==> src/rtl/icb_slave_pkg.sv <==
// Shared types and constants for the ICB register/SRAM slave.
package icb_slave_pkg;

  typedef enum logic [1:0] {
    IDLE     = 2'd0,
    RD_ISSUE = 2'd1,
    RD_WAIT  = 2'd2,
    RSP      = 2'd3
  } icb_state_e;

  localparam int REG_CTRL_IDX     = 0;
  localparam int DEF_NUM_REGS     = 4;
  localparam int DEF_SRAM_AW      = 13;
  localparam int DEF_SRAM_SEL_BIT = 16;
  localparam int DEF_SRAM_RD_LAT  = 1;

  function automatic logic [31:0] merge_bytes(input logic [31:0] old_v,
                                              input logic [31:0] new_v,
                                              input logic [3:0]  mask);
    logic [31:0] res;
    for (int b = 0; b < 4; b++)
      res[8*b +: 8] = mask[b] ? new_v[8*b +: 8] : old_v[8*b +: 8];
    return res;
  endfunction

endpackage

==> src/rtl/icb_regfile.sv <==
// Byte-masked config register file; register 0 writes also fire a one-cycle ctrl pulse.
module icb_regfile
  import icb_slave_pkg::*;
#(
  parameter int NUM_REGS = DEF_NUM_REGS
) (
  input  logic                     clk,
  input  logic                     rst_n,
  input  logic                     wr_en,
  input  logic [3:0]               wr_idx,
  input  logic [31:0]              wr_data,
  input  logic [3:0]               wr_mask,
  output logic [NUM_REGS-1:0][31:0] regs,
  output logic [15:0]              ctrl_pulse
);

  always_ff @(posedge clk or negedge rst_n) begin
    if (!rst_n) begin
      regs       <= '0;
      ctrl_pulse <= '0;
    end else begin
      for (int i = 0; i < NUM_REGS; i++)
        if (wr_en && wr_idx == 4'(i)) regs[i] <= merge_bytes(regs[i], wr_data, wr_mask);
      // pulse honours the byte mask just like the stored copy
      ctrl_pulse <= (wr_en && wr_idx == 4'(REG_CTRL_IDX)) ?
                    (wr_data[15:0] & {{8{wr_mask[1]}}, {8{wr_mask[0]}}}) : 16'h0;
    end
  end

endmodule

==> src/rtl/icb_slave_mp.sv <==
// ICB slave: register window plus SRAM window with configurable read latency.
// Define ICB_SLAVE_ERR_EN to flag unmapped / empty-mask accesses with icb_rsp_err.
module icb_slave_mp
  import icb_slave_pkg::*;
#(
  parameter int NUM_REGS     = DEF_NUM_REGS,
  parameter int SRAM_AW      = DEF_SRAM_AW,
  parameter int SRAM_DEPTH   = 2**SRAM_AW,
  parameter int SRAM_SEL_BIT = DEF_SRAM_SEL_BIT,
  parameter int SRAM_RD_LAT  = DEF_SRAM_RD_LAT
) (
  input  logic                   clk,
  input  logic                   rst_n,
  input  logic                   icb_cmd_valid,
  output logic                   icb_cmd_ready,
  input  logic                   icb_cmd_read,
  input  logic [31:0]            icb_cmd_addr,
  input  logic [31:0]            icb_cmd_wdata,
  input  logic [3:0]             icb_cmd_wmask,
  output logic                   icb_rsp_valid,
  input  logic                   icb_rsp_ready,
  output logic [31:0]            icb_rsp_rdata,
  output logic                   icb_rsp_err,
  output logic [NUM_REGS*32-1:0] cfg_regs,
  output logic [15:0]            ctrl_pulse,
  input  logic [15:0]            status_in,
  output logic                   sram_wr_en,
  output logic [SRAM_AW-1:0]     sram_wr_addr,
  output logic [31:0]            sram_wr_data,
  output logic [3:0]             sram_wr_be,
  output logic                   sram_rd_en,
  output logic [SRAM_AW-1:0]     sram_rd_addr,
  input  logic [31:0]            sram_rd_data
);

  icb_state_e               state, state_nxt;
  logic [NUM_REGS-1:0][31:0] regs;
  logic [SRAM_AW-1:0]       sram_waddr, rd_addr_q;
  logic [3:0]               reg_idx;
  logic [1:0]               rd_cnt;
  logic [31:0]              reg_rdata;
  logic accept, sram_win, reg_hit, sram_hit, cmd_err, rd_done;
  logic do_reg_wr, do_sram_wr, do_sram_rd;
  logic unused_addr;

  assign icb_cmd_ready = rst_n && (state == IDLE);
  assign icb_rsp_valid = (state == RSP);
  assign accept        = icb_cmd_valid && icb_cmd_ready;
  assign sram_win      = icb_cmd_addr[SRAM_SEL_BIT];
  assign reg_idx       = icb_cmd_addr[5:2];
  assign sram_waddr    = icb_cmd_addr[SRAM_AW+1:2];
  assign reg_hit       = 32'(reg_idx) < 32'(NUM_REGS);
  assign sram_hit      = 32'(sram_waddr) < 32'(SRAM_DEPTH);
  assign unused_addr   = ^icb_cmd_addr;
  assign rd_done       = rd_cnt == 2'(SRAM_RD_LAT - 1);

`ifdef ICB_SLAVE_ERR_EN
  assign cmd_err = !(sram_win ? sram_hit : reg_hit) || (!icb_cmd_read && icb_cmd_wmask == 4'h0);
`else
  assign cmd_err = 1'b0;
`endif

  assign do_reg_wr  = accept && !icb_cmd_read && !sram_win && reg_hit && !cmd_err;
  assign do_sram_wr = accept && !icb_cmd_read &&  sram_win && sram_hit && !cmd_err;
  assign do_sram_rd = accept &&  icb_cmd_read &&  sram_win && sram_hit && !cmd_err;

  always_comb begin
    reg_rdata = '0;
    for (int i = 0; i < NUM_REGS; i++)
      if (reg_idx == 4'(i)) reg_rdata = (i == REG_CTRL_IDX) ? {status_in, 16'h0} : regs[i];
  end

  icb_regfile #(.NUM_REGS(NUM_REGS)) u_regfile (
    .clk        (clk),
    .rst_n      (rst_n),
    .wr_en      (do_reg_wr),
    .wr_idx     (reg_idx),
    .wr_data    (icb_cmd_wdata),
    .wr_mask    (icb_cmd_wmask),
    .regs       (regs),
    .ctrl_pulse (ctrl_pulse)
  );
  assign cfg_regs = regs;

  always_ff @(posedge clk or negedge rst_n) begin
    if (!rst_n) state <= IDLE;
    else        state <= state_nxt;
  end

  always_comb begin
    state_nxt = state;
    case (state)
      IDLE:     if (accept) state_nxt = do_sram_rd ? RD_ISSUE : RSP;
      RD_ISSUE: state_nxt = RD_WAIT;
      RD_WAIT:  if (rd_done) state_nxt = RSP;
      RSP:      if (icb_rsp_ready) state_nxt = IDLE;
      default:  state_nxt = IDLE;
    endcase
  end

  assign sram_rd_en   = (state == RD_ISSUE);
  assign sram_rd_addr = sram_rd_en ? rd_addr_q : '0;

  always_ff @(posedge clk or negedge rst_n) begin
    if (!rst_n) begin
      icb_rsp_rdata <= '0;
      icb_rsp_err   <= 1'b0;
      rd_cnt        <= '0;
      rd_addr_q     <= '0;
      sram_wr_en    <= 1'b0;
      sram_wr_addr  <= '0;
      sram_wr_data  <= '0;
      sram_wr_be    <= '0;
    end else begin
      sram_wr_en   <= do_sram_wr;
      sram_wr_addr <= do_sram_wr ? sram_waddr    : '0;
      sram_wr_data <= do_sram_wr ? icb_cmd_wdata : '0;
      sram_wr_be   <= do_sram_wr ? icb_cmd_wmask : '0;
      if (accept) begin
        icb_rsp_err   <= cmd_err;
        // SRAM reads overwrite this once the data arrives
        icb_rsp_rdata <= (icb_cmd_read && !sram_win && !cmd_err) ? reg_rdata : '0;
      end
      if (do_sram_rd) rd_addr_q <= sram_waddr;
      if (state == RD_ISSUE)     rd_cnt <= '0;
      else if (state == RD_WAIT) rd_cnt <= rd_cnt + 2'd1;
      if (state == RD_WAIT && rd_done) icb_rsp_rdata <= sram_rd_data;
    end
  end

endmodule

==> config.mk <==
export PLATFORM = sky130hd
export DESIGN_NAME = icb_slave_mp
export DESIGN_NICKNAME = d
export VERILOG_FILES = /design/src/rtl/icb_slave_pkg.sv /design/src/rtl/icb_regfile.sv /design/src/rtl/icb_slave_mp.sv
export SDC_FILE = /design/constraint.sdc
export NUM_CORES = 1
export LEC_CHECK = 0
export CORE_AREA = 3 3 187 189
export DETAILED_ROUTE_END_ITERATION = 6
export DIE_AREA = 0 0 190 192
export SETUP_SLACK_MARGIN = 0.4
export SYNTH_ARGS = -nofsm -noshare
export SYNTH_HDL_FRONTEND = slang
export SYNTH_SLANG_ARGS = --single-unit
export TNS_END_PERCENT = 100
==> constraint.sdc <==
create_clock -name clk -period 4.7 [get_ports clk]
set_clock_uncertainty 0.15 [all_clocks]
set_input_delay 0.94 -clock clk [delete_from_list [all_inputs] [get_ports clk]]
set_output_delay 0.94 -clock clk [all_outputs]
set_load 0.01 [all_outputs]
== After elaboration in Yosys (flattened, before gate mapping) ==
Index checks and enable logic that the tools add are counted.

* Bits in registers: 243

* Magnitude comparators: 1
* Add/sub/neg operators: 1
* Multiplexer cells: 19
* Reduce and logical (&&, ||, !) cells: 38
* Equal/unequal tests: 9
* Bitwise gates (word level): 1

{| class="wikitable"
|+ Operator list
! kind !! number
|-
| $mux W32 || 8
|-
| $reduce_and A2 Y1 || 16
|-
| $mux W13 || 2
|-
| $and A16 B16 Y16 || 1
|-
| $mux W16 || 1
|-
| $logic_and A1 B1 Y1 || 14
|-
| $mux W2 || 6
|-
| $eq A4 B2 Y1 const B || 2
|-
| $pmux W2 S4 || 1
|-
| $eq A2 B2 Y1 const B || 2
|-
| $eq A4 B1 Y1 const B || 1
|-
| $logic_not A2 Y1 || 2
|-
| $logic_not A4 Y1 || 1
|-
| $lt A4 B3 Y1 const B || 1
|-
| $mux W4 || 1
|-
| $ne A2 B2 Y1 const B || 2
|-
| $reduce_bool A2 Y1 || 2
|-
| $reduce_and A3 Y1 || 1
|-
| $add A2 B1 Y2 const B || 1
|-
| $eq A2 B1 Y1 const B || 1
|-
| $logic_not A1 Y1 || 2
|-
| $ne A2 B1 Y1 const B || 1
|}

== Longest topological paths before layout ==
Gate-level depths: netlist of run 1.

* Depth in word-level cells: 8
* Mapped depth: 8
* Mapped depth without buffers: 5

== By module ==
From an unflattened synthesis of run 1, not the netlist that was laid out.

* Cell total of the unflattened synthesis: 736
* Area, all modules: 10116.0 um^2

{| class="wikitable"
|+ Modules (own cells, without submodules)
! module !! cells an instance !! area an instance (um^2) !! instances
|-
| icb_regfile || 319 || 5387.7 || 1
|-
| icb_slave_mp || 417 || 4728.3 || 1
|}

== Least setup slack after synthesis of run 1 ==
Ideal clock, no wire load.

* Path type: input to register
* Start point: input icb_cmd_addr[5]
* End point: register icb_rsp_rdata[2]
* Data required time: 4446 ps
* Setup time: 104 ps
* Arrival: 2414 ps
* Buffers on the path: 3
* Setup slack: 2032 ps
* Cell stages on the path: 6
* Path through: buf_6 or4b_1 or3_1 buf_2 buf_6 o41ai_2

* Longest elaborated chain between the ends: 7

{| class="wikitable"
|+ Ends and longest elaborated chain
! item !! RTL line !! RTL
|-
| start: declaration || icb_slave_mp.sv:17 || <nowiki>input logic [31:0] icb_cmd_addr,</nowiki>
|-
| $eq A4 B1 Y1 || icb_slave_mp.sv:70 || <nowiki>if (reg_idx == 4'(i)) reg_rdata = (i == REG_CTRL_IDX) ? {status_in, 16'h0} : regs[i];</nowiki>
|-
| $mux W32 (2 in series) || icb_slave_mp.sv:70 ||
|-
| $mux W32 * || icb_slave_mp.sv:70 ||
|-
| $mux W32 * || icb_slave_mp.sv:122 || <nowiki>icb_rsp_rdata <= (icb_cmd_read && !sram_win && !cmd_err) ? reg_rdata : '0;</nowiki>
|-
| $mux W32 * || icb_slave_mp.sv:119 || <nowiki>if (accept) begin</nowiki>
|-
| $mux W32 * || icb_slave_mp.sv:127 || <nowiki>if (state == RD_WAIT && rd_done) icb_rsp_rdata <= sram_rd_data;</nowiki>
|-
| end signal: assignment || icb_slave_mp.sv:122 ||
|-
| end signal: assignment || icb_slave_mp.sv:127 ||
|-
| end: declaration || icb_slave_mp.sv:22 || <nowiki>output logic [31:0] icb_rsp_rdata,</nowiki>
|}

Every way passes the cells marked *; elsewhere a longest branch is shown, timed or not. The select of a mux whose other input is x is not followed.
A chain may end at the register's enable or synchronous reset.

== Final worst setup path of run 1 ==
* Start point: register state[1]
* End point: output sram_rd_addr[2]

* Longest elaborated chain between the ends: 2

{| class="wikitable"
|+ Ends and longest elaborated chain
! item !! RTL line !! RTL
|-
| start: declaration || icb_slave_mp.sv:36 || <nowiki>icb_state_e state, state_nxt;</nowiki>
|-
| start signal: assignment || icb_slave_mp.sv:87 || <nowiki>else state <= state_nxt;</nowiki>
|-
| $eq A2 B1 Y1 || icb_slave_mp.sv:101 || <nowiki>assign sram_rd_en = (state == RD_ISSUE);</nowiki>
|-
| $mux W13 || icb_slave_mp.sv:102 || <nowiki>assign sram_rd_addr = sram_rd_en ? rd_addr_q : '0;</nowiki>
|-
| end: declaration || icb_slave_mp.sv:32 || <nowiki>output logic [SRAM_AW-1:0] sram_rd_addr,</nowiki>
|}

Every way passes these cells.

==> impl_metrics.yaml, run 1 <==
route:
  postRouteAntennaNets: 0
  wl_per_cell_um: 22.0
  first_pass_iters: 4
  num_vias: 7338
  drc: 0
  drt_wl_total_um: 33900
  drt_iter0_markers: 401
  vias_per_cell: 4.76
cts:
  cts_tree: "yes"
  cts_setup_buffers: 0
  cts_resized: 0
  cts_buffers: 28
  cts_sinks: 243
  clk_pin_slew_ns: 0.06
  cts-root-buf: "clkbuf_16"
  insertion_delay_ns: 0.54
  hold_buffers: 0
  h-tree-depth: 1
  cts_max_path_buffers: 3
logic_synthesis:
  ys_seq_area_share_pct: 60.9
  syn-cell-area_um2: 9990
  yosys-mux-area-fraction_pct: 19.6
  synth_warnings: 0
  syn_inst: 724
  synth_nets: 850
  syn_avg_cell_area_um2: 13.8
  yosys.area_share.simple_pct: 8.68
  ys_types: 38
  synth_top_family_by_area: "multiplexers"
  ys_ff_latch: 243
  synth_compound_area_share_pct: 7.97
  netlist.area_leader.share_pct: 60.9
  synth_largest_area_cell: "dfrtp_1"
  synthXorXnorAreaFrac_pct: 0
  synth_area_leaders: "dfrtp_1 61%, mux2_2 20%, and2_1 5.0%"
  yosys.area_share.adder_pct: 0.626
power_and_ir_drop:
  p_int_w: 0.00444
  swShare_pct: 27.7
  switchingPower_w: 0.00170
  p_leak_nw: 6.82
  peakVddDrop_v: 0.000310
  p_total_w: 0.00615
  combPwrFrac_pct: 23.8
  pwr-share-seq_pct: 40.1
  p_clk_share_pct: 36.1
  p_per_area_nw_per_um2: 412
timing:
  report.final.slew_viol_count: 0
  max_slew_margin_pct: 45.5
  setup_viol: 0
  period_share_pct: 70.6
  fin_setup_tns_ns: 0
  fmax_ghz: 0.301
  hold_viol: 0
  fin_crit_ns: 3.32
  rsz0062_at_grt: "no"
  tightest_slew_ns: 0.818
floorplanning:
  io_pins: 364
  die_w_um: 190
  initial_core_util_pct: 29.9
  row_count: 67
  coreArea_um2: 33400
  die-height_um: 192
  dieArea_um2: 36500
grt:
  grtUsageTotal_pct: 18.3
  grt_pass1_vias: 7943
  grt_overflow: 0
  antenna_found_initial: 3
  grt_max_degree: 119
  grt_first_pass_wirelength_um: 51100
finish:
  fillers: 3043
  regArea_um2: 6080
  finalNetCount: 1197
  syn2layout_area_growth_pct: 49.3
  drive_gt1_share_pct: 23.8
  multi_input_area_um2: 3710
worst_setup_path:
  r2r_setup_slack_ns: 1.59
  path_max_fanout: 15
  reg2reg_from: "state[0]$_DFFE_PN0P_"
  cp_data_required_time_ns: 3.61
  r2r-end: "u_regfile.regs[63]$_DFFE_PN0P_"
  worstPathArrival_ns: 2.23
  critPathLaunchType: "flop"
  path_class: "reg -> out"
  endpoint_kind: "output pin"
  reg2regPathDepth: 5
status:
  status: "complete, no violations"
placed_design:
  place_congestion: 0.741
  port_buffers: 344
  place_hpwl_um: 22600
hold_path:
  hold_path.class: "in -> async"
flow_run:
  cap_violations: 0
metal layers:
metal	track usage [%]	vias to the layer above	part of all wire (%)
li1	-	3301	-
met5	0	-	0.11
met1	23.7	3756	43
met2	30.5	229	48
met3	5.13	46	6.7
met4	4.12	6	2.2
state kept, by name, summed over array words and instances (netlist names):
name                  count
icb_rsp_rdata            32
sram_wr_be                4
sram_wr_data             32
u_regfile.ctrl_pulse     16
rd_cnt                    2
u_regfile.regs          128
rd_addr_q                13
state                     2
sram_wr_addr             13
sram_wr_en                1
kinds of logic (layout without fill, tap and decap cells):
kind of cell,after synthesis,in the layout
adders and majority gates,5,5
and+or+nand+nor,147,147
DFF,243,243
muxes,174,174
other,1,2
AOI/OAI and AO/OA,103,103
buffers and inverters,51,419
worst max path at each step:
| stage | startpoint | endpoint | slack [ns] | depth (start not counted) |
|---|---|---|---|---|
| after CTS | state[1]$_DFFE_PN0P_ | sram_rd_addr[2] | 1.30 | 4 |
| after global routing | state[1]$_DFFE_PN0P_ | sram_rd_addr[2] | 1.18 | 4 |
| after detailed placement | icb_cmd_addr[5] | u_regfile.regs[63]$_DFFE_PN0P_ | 0.99 | 4 |
| after global placement | icb_cmd_addr[5] | u_regfile.regs[41]$_DFFE_PN0P_ | 0.98 | 4 |
| final | state[1]$_DFFE_PN0P_ | sram_rd_addr[2] | 1.38 | 4 |
| after floorplan | icb_cmd_addr[5] | icb_rsp_rdata[2]$_DFFE_PN0P_ | 2.03 | 6 |
per-stage QoR:
stage          area [um^2]  utilization (%)  hold slack, ns  setup slack, ns  instances
3_5_place_dp         14000             41.7           0.336            0.988       1489
2_1_floorplan         9990                -           0.321             2.03        724
4_1_cts              14900             44.6           0.146             1.30       1540
6_report             14900             44.6           0.153             1.38       1541
5_1_grt              14900             44.6           0.159             1.18       1540
3_3_place_gp         14000             41.7           0.331            0.981       1489
power groups by stage:
stage	Clock (W)	Sequential [W]	Combinational, W
after floorplan	0	0.00256	0.000611
after global placement	0	0.00249	0.00147
after detailed placement	0	0.00250	0.00148
after CTS	0.00229	0.00246	0.00149
after global routing	0.00238	0.00250	0.00159
final	0.00222	0.00246	0.00146
layout by cell type (no fill, tap or decap), drive strengths merged, types with 7 or more instances in the layout:
master | netlist | final
clkdlybuf4s50 | 0 | 341
dfrtp | 243 | 243
mux2 | 173 | 173
and2 | 80 | 80
clkbuf | 31 | 41
nor2 | 33 | 33
a22oi | 32 | 32
buf | 13 | 20
a21oi | 18 | 18
o22ai | 17 | 17
o21ai | 17 | 17
nand4 | 16 | 16
o41ai | 16 | 16
inv | 7 | 7
critical path, stage by stage, from the launching register on:
cell,delay (ns)
dfrtp_1,0.42
inv_1,0.10
ha_1,0.43
and2_1,0.21
clkdlybuf4s50_1,0.54
Yosys cell counts (all sizes together):
master   instances
and2            80
or3              1
a32o             1
o22ai           17
a221o            1
and3             1
o21ai           17
nor3             3
nand2b           1
o41ai           16
mux2           173
mux2i            1
nand3            2
or3b             1
a22oi           32
a32oi            1
nor4b            1
buf             13
clkbuf          31
a21oi           18
or4b             1
conb             1
nor2b            1
and4             2
inv              7
dfrtp          243
nand4           16
nor4bb           1
nand4bb          1
ha               5
nor3b            2
nor2            33
cell type report:
cell class | count | area share (%)
flip-flops and latches | 243 | 40.8
multi-input cells | 430 | 24.9
repair buffers | 361 | 24.0
clock buffers | 41 | 5.64
well taps | 448 | 3.76
clock inverters | 10 | 0.722
inverters | 7 | 0.176
diodes | 1 | 0.0168
Power figures use the tool's default switching activity.
==> run 2: changes to the inputs <==
Clock period 4.7 ns to 2.8 ns, I/O delays scaled along.
==> run 2 against run 1 <==
Compared with the run above: the flow now finishes with violations (hold timing); clock power is 61% higher; highest routed layer unchanged; global-route usage is 0.26 points lower; largest cell class unchanged; non-clock buffer count is 31 higher; combinational power is 75% higher; register-to-register slack worse by 1.1 ns; critical path depth is 1 higher; final area is 1.6% higher; count of clock-buffer cells in the layout is 2 higher; critical path type unchanged; utilization is 0.71 points higher; sequential power is 68% higher; routed wire length is 0.29% lower.
==> impl_metrics.yaml, run 2 (synthesis results as in run 1) <==
status:
  status: "finished, violations left"
  violations: "hold timing"
worst_setup_path:
  path_class: "reg -> out"
  path_max_fanout: 8
  cp_data_required_time_ns: 2.09
  endpoint_kind: "output pin"
  worstPathArrival_ns: 1.67
  reg2regPathDepth: 6
  critPathLaunchType: "flop"
route:
  drt_wl_total_um: 33800
  wl_per_cell_um: 21.5
  postRouteAntennaNets: 0
  drt_iter0_markers: 296
  drc: 0
  first_pass_iters: 5
  vias_per_cell: 4.69
  num_vias: 7373
placed_design:
  place_area_um2: 14200
  port_buffers: 344
  place_congestion: 0.751
  place_hpwl_um: 22800
  dp.cells: 1515
finish:
  finalNetCount: 1227
  syn2layout_area_growth_pct: 51.7
  final_common_cell: "clkdlybuf4s50_1"
  layout_common_cells: "325 x clkdlybuf4s50_1, 243 x dfrtp_1, 173 x mux2_2"
  stdcell_count: 1572
  largest_reg_flops: 128
  fillers: 3068
  reg_top3: "u_regfile.regs: 128 flops, icb_rsp_rdata: 32 flops, sram_wr_data: 32 flops"
  fin_area_um2: 15100
  top_register: "u_regfile.regs"
  drive_gt1_share_pct: 27.5
cts:
  cts-root-buf: "clkbuf_16"
  clk_pin_slew_ns: 0.06
  cts_sinks: 243
  h-tree-depth: 1
  cts_max_path_buffers: 3
  cts_buffers: 27
  cts_tree: "yes"
  insertion_delay_ns: 0.54
timing:
  fin_crit_ns: 2.38
  holdWs_ns: -0.00273
  tightest_slew_ns: 0.702
  period_share_pct: 85.1
  report.final.slew_viol_count: 0
  max_slew_margin_pct: 53.0
  fmax_ghz: 0.420
  setup_viol: 0
  hold_viol: 3
  rsz0062_at_grt: "yes"
grt:
  grtUsageTotal_pct: 18.0
  grt_max_degree: 121
  grt_overflow: 0
  antenna_found_initial: 5
  grt_first_pass_wirelength_um: 50400
  grt_pass1_vias: 7791
floorplanning:
  die-height_um: 192
  coreArea_um2: 33400
  initial_core_util_pct: 29.9
  die_w_um: 190
  row_count: 67
  dieArea_um2: 36500
  io_pins: 364
power_and_ir_drop:
  peakVddDrop_v: 0.000421
  p_leak_nw: 7.00
  p_per_area_nw_per_um2: 677
  p_total_w: 0.0103
hold_path:
  hold_path.class: "in -> async"
flow_run:
  cap_violations: 0
-- run 2: cell types whose count changed in the layout (fill, tap and decap cells not counted), sizes merged --
cell and change:
clkinvlp -3, dlygate4sd2 +2, dlygate4sd3 +1, bufinv -1
buf +32, diode +1, clkdlybuf4s15 +1, clkdlybuf4s50 -16
inv +1, clkbuf +13
-- run 2: cell type report --
cell class | instances | area (um^2) | area share [%]
multi-input cells | 430 | 3750 | 24.8
flip-flops and latches | 243 | 6080 | 40.1
clock inverters | 7 | 63.8 | 0.421
well taps | 448 | 561 | 3.70
inverters | 7 | 26.3 | 0.173
clock buffers | 43 | 836 | 5.52
repair buffers | 392 | 3820 | 25.2
diodes | 2 | 5.00 | 0.0330
-- run 2: timing repair --
item / 4_1_cts / 5_1_grt
hold endpoints to repair: 11 / 0
pin swaps: 1 / 0
setup buffers: 4 / 0
setup endpoints to repair: 16 / 17
resized for setup: 39 / 17
hold buffers: 1 / 0
-- run 2: report_power, final --
group	internal (W)	switching [W]
sequential	0.00392	0.000214
combinational	0.00134	0.00122
clock	0.00213	0.00144
total	0.00739	0.00287
-- run 2: per-stage QoR --
step	util (%)	setup WS, ns	setup TNS (ns)
after floorplan	-	0.512	0
after global placement	42.5	-0.0741	-0.871
after detailed placement	42.5	-0.112	-1.19
after CTS	45.4	0.357	0
after global routing	45.3	0.341	0
final	45.3	0.417	0
-- run 2: worst paths after layout --
check	start	endpoint	slack (ns)
max	state[1]$_DFFE_PN0P_	sram_rd_addr[0]	0.42
min	rst_n	u_regfile.regs[117]$_DFFE_PN0P_	-0.003
max reg2reg	state[1]$_DFFE_PN0P_	icb_rsp_rdata[9]$_DFFE_PN0P_	0.54
min reg2reg	rd_addr_q[9]$_DFFE_PN0P_	rd_addr_q[9]$_DFFE_PN0P_	0.35
max in group asynchronous	rst_n	rd_addr_q[1]$_DFFE_PN0P_	1.57
min in group clk	icb_cmd_addr[2]	sram_wr_addr[0]$_DFF_PN0_	0.29
-- run 2: worst max-delay path, cell delays in order (launching register included) --
cell,delay (ns)
dfrtp_1,0.39
inv_2,0.10
ha_4,0.16
buf_12,0.11
and2_1,0.11
clkdlybuf4s15_1,0.25
-- run 2: per-layer routing --
metal,track usage [%],part of all wire [%],vias to the layer above
met5,0,0.12,-
met4,4.15,2.1,6
met3,4.87,6.9,43
met2,30.2,49,229
met1,23.4,42,3736
li1,-,-,3359
